## config.mk

```make
export PLATFORM = sky130hd
export DESIGN_NAME = seq_divider
export DESIGN_NICKNAME = d
export VERILOG_FILES = /design/src/rtl/divider_pkg.sv /design/src/rtl/seq_divider_div_step.sv /design/src/rtl/seq_divider.sv
export SDC_FILE = /design/constraint.sdc
export NUM_CORES = 1
export LEC_CHECK = 0
export ABC_CLOCK_PERIOD_IN_PS = 2450
export CORE_MARGIN = 2
export CORE_UTILIZATION = 51
export CTS_BUF_LIST = sky130_fd_sc_hd__clkbuf_4 sky130_fd_sc_hd__clkbuf_8 sky130_fd_sc_hd__clkbuf_16
export DETAILED_ROUTE_END_ITERATION = 10
export PLACE_DENSITY = 0.78
export RECOVER_POWER = 50
export SETUP_SLACK_MARGIN = 0.05
export SYNTH_ARGS = -nofsm -noshare
export SYNTH_HDL_FRONTEND = slang
export SYNTH_SLANG_ARGS = --single-unit
```

## constraint.sdc

```tcl
create_clock -name clk -period 2.45 [get_ports clk]
set_input_delay 0.245 -clock clk [delete_from_list [all_inputs] [get_ports clk]]
set_output_delay 0.245 -clock clk [all_outputs]
set_load 0.005 [all_outputs]
```

## src/rtl/divider_pkg.sv

```systemverilog
// Shared types and default widths for the iterative restoring divider.
package divider_pkg;

    typedef enum logic [1:0] {
        IDLE = 2'd0,
        CALC = 2'd1,
        DONE = 2'd2
    } div_state_t;

    localparam int DW_DEF = 8;
    localparam int VW_DEF = 4;

    function automatic int cnt_w(input int dw);
        return (dw > 1) ? $clog2(dw) : 1;
    endfunction

    localparam int CNT_W = cnt_w(DW_DEF);

endpackage

```

## src/rtl/seq_divider_div_step.sv

```systemverilog
// One restoring step: shift in a dividend bit, subtract the divisor if it fits.
module div_step #(
    parameter int VW = 4
) (
    input  logic [VW:0]   partial_i,
    input  logic          bit_i,
    input  logic [VW-1:0] divisor_i,
    output logic [VW:0]   partial_o,
    output logic          qbit_o
);

    logic [VW:0] shifted;
    logic [VW:0] trial;
    logic        unused_msb;

    // The partial remainder stays below the divisor, so its top bit is always 0.
    assign unused_msb = partial_i[VW];
    assign shifted    = {partial_i[VW-1:0], bit_i};
    assign trial      = shifted - {1'b0, divisor_i};
    assign qbit_o     = ~trial[VW];
    assign partial_o  = qbit_o ? trial : shifted;

endmodule

```

## src/rtl/seq_divider.sv

```systemverilog
// Radix-2 restoring divider with valid/ready handshakes on both sides.
module seq_divider
    import divider_pkg::*;
#(
    parameter int DW = DW_DEF,
    parameter int VW = VW_DEF
) (
    input  logic          clk,
    input  logic          rst,
    input  logic          in_valid,
    output logic          in_ready,
    input  logic [DW-1:0] dividend,
    input  logic [VW-1:0] divisor,
    output logic          out_valid,
    input  logic          out_ready,
    output logic [DW-1:0] quotient,
    output logic [VW-1:0] remainder,
    output logic          div_by_zero
);

    localparam int CW = cnt_w(DW);
    localparam logic [CW-1:0] LAST = CW'(DW - 1);

    div_state_t    state_q;
    logic          in_ready_q;
    logic          out_valid_q;
    logic [DW-1:0] quot_q;
    logic [VW-1:0] rem_q;
    logic          dbz_q;
    logic [CW-1:0] cnt_q;
    logic [DW-1:0] shift_q;
    logic [VW:0]   part_q;
    logic [VW-1:0] dvsr_q;

    logic [VW:0]   part_d;
    logic          qbit;
    logic [DW-1:0] shift_d;

    div_step #(.VW(VW)) u_step (
        .partial_i (part_q),
        .bit_i     (shift_q[DW-1]),
        .divisor_i (dvsr_q),
        .partial_o (part_d),
        .qbit_o    (qbit)
    );

    // Dividend bits leave at the MSB while quotient bits fill from the LSB.
    assign shift_d = {shift_q[DW-2:0], qbit};

    always_ff @(posedge clk or posedge rst) begin
        if (rst) begin
            state_q     <= IDLE;
            in_ready_q  <= 1'b0;
            out_valid_q <= 1'b0;
            quot_q      <= '0;
            rem_q       <= '0;
            dbz_q       <= 1'b0;
            cnt_q       <= '0;
            shift_q     <= '0;
            part_q      <= '0;
            dvsr_q      <= '0;
        end else begin
            unique case (state_q)
                IDLE: begin
                    in_ready_q <= 1'b1;
                    if (in_valid && in_ready_q) begin
                        in_ready_q <= 1'b0;
                        shift_q    <= dividend;
                        dvsr_q     <= divisor;
                        part_q     <= '0;
                        cnt_q      <= '0;
                        dbz_q      <= 1'b0;
                        if (divisor == '0) begin
                            state_q     <= DONE;
                            out_valid_q <= 1'b1;
                            quot_q      <= '1;
                            rem_q       <= '0;
                            dbz_q       <= 1'b1;
                        end else begin
                            state_q <= CALC;
                        end
                    end
                end
                CALC: begin
                    part_q  <= part_d;
                    shift_q <= shift_d;
                    cnt_q   <= cnt_q + 1'b1;
                    if (cnt_q == LAST) begin
                        state_q     <= DONE;
                        out_valid_q <= 1'b1;
                        quot_q      <= shift_d;
                        rem_q       <= part_d[VW-1:0];
                    end
                end
                DONE: begin
                    if (out_ready) begin
                        state_q     <= IDLE;
                        out_valid_q <= 1'b0;
                        in_ready_q  <= 1'b1;
                    end
                end
                default: begin
                    state_q     <= IDLE;
                    in_ready_q  <= 1'b0;
                    out_valid_q <= 1'b0;
                end
            endcase
        end
    end

    assign in_ready    = in_ready_q;
    assign out_valid   = out_valid_q;
    assign quotient    = quot_q;
    assign remainder   = rem_q;
    assign div_by_zero = dbz_q;

endmodule
```

Word level (Yosys, flattened, before mapping)
Index checks and enable logic that the tools add are counted.

word-level totals
  output and inout bits = 15
  flip-flop bits (word level) = 36
  logic and storage cells = 60

cells by class
  bitwise operators = 2
  reductions and logical operators = 10
  add/subtract/negate cells = 2
  equality and inequality tests = 7
  muxes and demuxes = 29

operators by type and width
  cell                                           number
  2-to-1 mux 8 bit                               4
  case mux 8 bit (2 select lines)                2
  2-to-1 mux 4 bit                               5
  case mux 4 bit (2 select lines)                2
  2-to-1 mux 2 bit                               4
  != test 2 bit, second input constant           4
  AND reduction 4 bit                            2
  2-to-1 mux 1 bit                               7
  case mux 1 bit (3 select lines)                2
  case mux 2 bit (3 select lines)                1
  case mux 3 bit (2 select lines)                1
  AND reduction 2 bit                            3
  subtractor 5 x 4 -> 5 bit                      1
  zero test 4 bit                                1
  adder 3 x 1 -> 3 bit, second input constant    1
  == test 3 bit, second input constant           1
  2-to-1 mux 3 bit                               1
  AND reduction 3 bit                            1
  == test 2 x 1 -> 1 bit, second input constant  1
  == test 2 bit, second input constant           1
  zero test 2 bit                                1
  NOT 1 bit                                      2
  nonzero test 2 bit                             1
  logical AND 1 bit                              1

Logic depth before layout (Yosys ltp)
  word-level depth = 4
  gate-level depth with buffers = 8
  depth with buffers taken out = 8

Cells and area by module
A second synthesis with hierarchy kept.

unflattened totals
  cells, all modules = 182
  area total of the unflattened synthesis = 1890.6 µm²

modules (own cells, without submodules)
  module       cells an instance  times used  area each (µm²)  seq. area each (µm²)
  seq_divider  154                1           1660.3           925.9
  div_step     28                 1           230.2            0.0

Worst setup path after synthesis
Ideal clock, no wire load.

  path type = reg2reg
  start = register dvsr_q[0]
  end = register part_q[1]
  library setup time = 77 ps
  stages on the path, launching flop included = 8
  buffers on the path = 0
  data arrival time = 2012 ps
  data required time = 2373 ps
  slack = 361 ps
  cell sequence = dfrtp_1 > ha_1 > fa_1 > nand2b_1 > a21oi_4 > xor2_4 > mux2_2 > o21ai_1

on the way
  word-level cells in the longest chain between the ends = 3

ends and longest elaborated chain
  what                             line                        source
  start: declaration               seq_divider.sv:33           logic [VW-1:0] dvsr_q;
  start signal: assignment         seq_divider.sv:69           dvsr_q <= divisor;
  subtractor 5 x 4 -> 5 bit        seq_divider_div_step.sv:19  assign trial = shifted - {1'b0, divisor_i};
  2-to-1 mux 4 bit                 seq_divider_div_step.sv:21  assign partial_o = qbit_o ? trial : shifted;
  case mux 4 bit (2 select lines)  seq_divider.sv:63           unique case (state_q)
  end signal: assignment           seq_divider.sv:85           part_q <= part_d;
  end: declaration                 seq_divider.sv:32           logic [VW:0] part_q;

No other way between the ends.
A chain may end at the register's enable or synchronous reset.

Worst setup path after layout
  start = register dvsr_q[0]
  end = register rem_q[1] (netlist: remainder[1])

on the way
  word-level cells in the longest chain between the ends = 4

ends and longest elaborated chain
  what                             line                        source
  subtractor 5 x 4 -> 5 bit        seq_divider_div_step.sv:19
  2-to-1 mux 4 bit                 seq_divider_div_step.sv:21
  2-to-1 mux 4 bit                 seq_divider.sv:88           if (cnt_q == LAST) begin
  case mux 4 bit (2 select lines)  seq_divider.sv:63
  end signal: assignment           seq_divider.sv:92           rem_q <= part_d[VW-1:0];
  end: declaration                 seq_divider.sv:28           logic [VW-1:0] rem_q;

No other way between the ends. The select of a mux whose other input is x is not followed.

==> impl_metrics.toml <==
[timing]
rsz0062_at_grt = "false"
finalCritPeriodShare_pct = 91.6
finClkSkew_ns = 0.00903
setup_slack_ns = 0.206
fin_setup_tns_ns = 0
finalMaxSlewViolations = 37
period_minus_slack_ns = 2.24
setup_viol_count_final = 0
relSlewSlack_pct = -25.8
clock.fmax_mhz = 446
worstMarginPinSlew_ns = 1.89
hold_viol = 0

[setup_path]
critPathCaptureType = "flop"
r2r_end = "remainder[1]"
rr_worst_depth = 7
crit_fanout = 6
max_stage_delay_ns = 0.39
regToRegSetupSlack_ns = 0.21
cp.arrival_ns = 2.52
path_buf_inv = 0
reg2reg_from = "dvsr_q[0]"
crit_path_start_kind = "flop"
worstPathRequired_ns = 2.73
crit_family = "adder cells"
crit_slowest_cell = "dfrtp_1"
cp_cell_sequence = "ha_1, fa_1, nand2b_1, a21oi_4, xor2_4, mux2_2, o21ai_1"
crit_type = "reg2reg"

[yosys]
synth_nets = 182
syn_inst = 159
ys_ff_latch = 36
synth_area_leaders = "dfrtp_1, nand2_1, mux2i_1"
netlist.area_leader.share_pct = 53.6
yosysTopAreaCell = "dfrtp_1"
yosysSeqAreaShare_pct = 53.6
synth_cell_type_count = 29
yosys_warnings = 0
synth.avg_cell_area_um2 = 10.6
syn_area_um2 = 1680

[cts]
clock_latency_ns = 0.35
cts_setup_buffers = 0
clock-sinks = 36
cts_hold_buf = 0
cts_tree = "yes"
cts_resized = 0
cts_buffers = 5
htree_num_levels = 2
clock-root-buffer = "clkbuf_4"
clkTransAtPathRegs_ns = 0.10
clock_path_buffers = 2

[floorplanning]
die_h_um = 61.4
ios = 31
dieWidth_um = 61.4
die_area_um2 = 3770
core-area_um2 = 3100
initial_core_util_pct = 54.2
num_rows = 20

[finish]
final_util_pct = 67.3
fin_area_um2 = 2090
final_common_cell = "dfrtp_1"
antenna_cells = 0
area_growth_pct = 24.3
nets = 218
final_cell_mix = "dfrtp_1, nand2_1, clkdlybuf4s50_1"
layout-drive-gt1-share_pct = 9.23

[worst_hold_path]
min_delay_worst_endpoint = "dvsr_q[3]"
worstHoldStart = "divisor[3]"
hp-class = "in2reg"
whs_path_depth = 3

[route]
num_vias = 1264
routedWlPerCell_um = 14.5
wl_um = 3480
drc = 0
antenna_left = 0
vias_per_cell = 5.29
first_pass_iters = 4
dr.first_iter.drc_count = 34

[power_and_ir_drop]
p_total_uw = 2830
leakage_uw = 0.000917
p_per_area_nw_per_um2 = 1350
ir_worst_vdd_mv = 0.665

[place]
numPortBuffers = 30
placed_cell_area_um2 = 2050
dp_worst_setup_slack_ns = 0.212
dp_hpwl_um = 2550
gp_congestion = 0.827

[status]
outcome = "complete, but fails checks"
violations = "capacitance limit, slew limit"

[global_routing]
grt_pass1_wl_um = 5650
grt_max_degree = 37
antenna_found_initial = 0
grt_pass1_vias = 1265
overflow = 0
groute.usage.overall_pct = 21.4

[job]
max-cap-violations = 1
-- power by group --
group,switching [uW],internal (uW)
clock,192,117
sequential,204,879
combinational,714,721
-- cells in the mapped netlist --
cell type / n
nor3_1: 1
a21boi_2: 1
o21ai_1: 6
mux2i_1: 10
o22a_1: 8
a21oi_1: 6
a32o_1: 1
a21oi_4: 1
xor2_1: 1
ha_1: 6
o21ai_0: 16
mux2_2: 2
fa_1: 1
dfrtp_1: 36
nand2_1: 30
a22o_1: 1
nor2b_1: 1
clkbuf_1: 3
a211oi_1: 1
nor4_1: 1
buf_4: 1
or2_2: 1
buf_2: 3
nor3_2: 1
xor2_4: 1
xnor2_1: 1
inv_1: 9
nand2b_1: 2
nor2_1: 7
-- per-layer routing --
metal | up-vias | wire length (um) | global-route usage, %
met5 | - | 0 | 0
met4 | 0 | 92 | 10.9
met3 | 9 | 182 | 6.93
met2 | 34 | 1640 | 34.5
met1 | 606 | 1560 | 25.9
li1 | 615 | - | -
-- worst register-to-register path, delay by kind of cell, from the launching register on --
| kind | cells | cell delay, ns |
|---|---|---|
| AOI/OAI and AO/OA | 2 | 0.31 |
| xor gates and xnor gates | 1 | 0.27 |
| adders and majority gates | 2 | 0.63 |
| DFF | 1 | 0.39 |
| muxes | 1 | 0.38 |
| and+or+nand+nor | 1 | 0.20 |
-- how the worst max path moves through the flow --
stage	start	endpoint	slack [ns]	cells after the start
final	dvsr_q[0]	remainder[1]	0.21	7
after global routing	rst	quotient[1]	0.07	3
after CTS	dvsr_q[0]	remainder[1]	0.20	7
after detailed placement	dvsr_q[0]	part_q[1]	0.21	7
after global placement	dvsr_q[0]	remainder[1]	0.30	7
after floorplan	dvsr_q[0]	part_q[1]	0.36	7
-- final cells by class --
| class | instances | area [um^2] |
|---|---|---|
| tap | 44 | 55.1 |
| multi-input combinational | 107 | 712 |
| clock buffer | 6 | 45.0 |
| fill | 283 | 1010 |
| sequential | 36 | 901 |
| clock inverter | 1 | 5.00 |
| timing repair buffer | 36 | 338 |
| inverter | 9 | 33.8 |
-- registers in the layout, indices dropped and copies added (netlist names) --
name	cells
in_ready	1
state_q	2
remainder	4
quotient	8
shift_q	8
part_q	4
out_valid	1
dvsr_q	4
cnt_q	3
div_by_zero	1
-- stage by stage --
step           hold slack, ns  instances
6_report                0.487        239
2_1_floorplan           0.362        159
3_3_place_gp            0.461        232
3_5_place_dp            0.473        232
5_1_grt                 0.504        239
4_1_cts                 0.305        239
-- cells by family after synthesis --
logic type	Yosys count	synth area share (%)
and+or+nand+nor	44	11.0
AOI/OAI and AO/OA	41	15.7
DFF	36	53.6
buffers and inverters	16	4.02
muxes	12	7.30
adders and majority gates	7	5.66
xor gates and xnor gates	3	2.68
No activity file was read; power rests on OpenSTA's default activity.
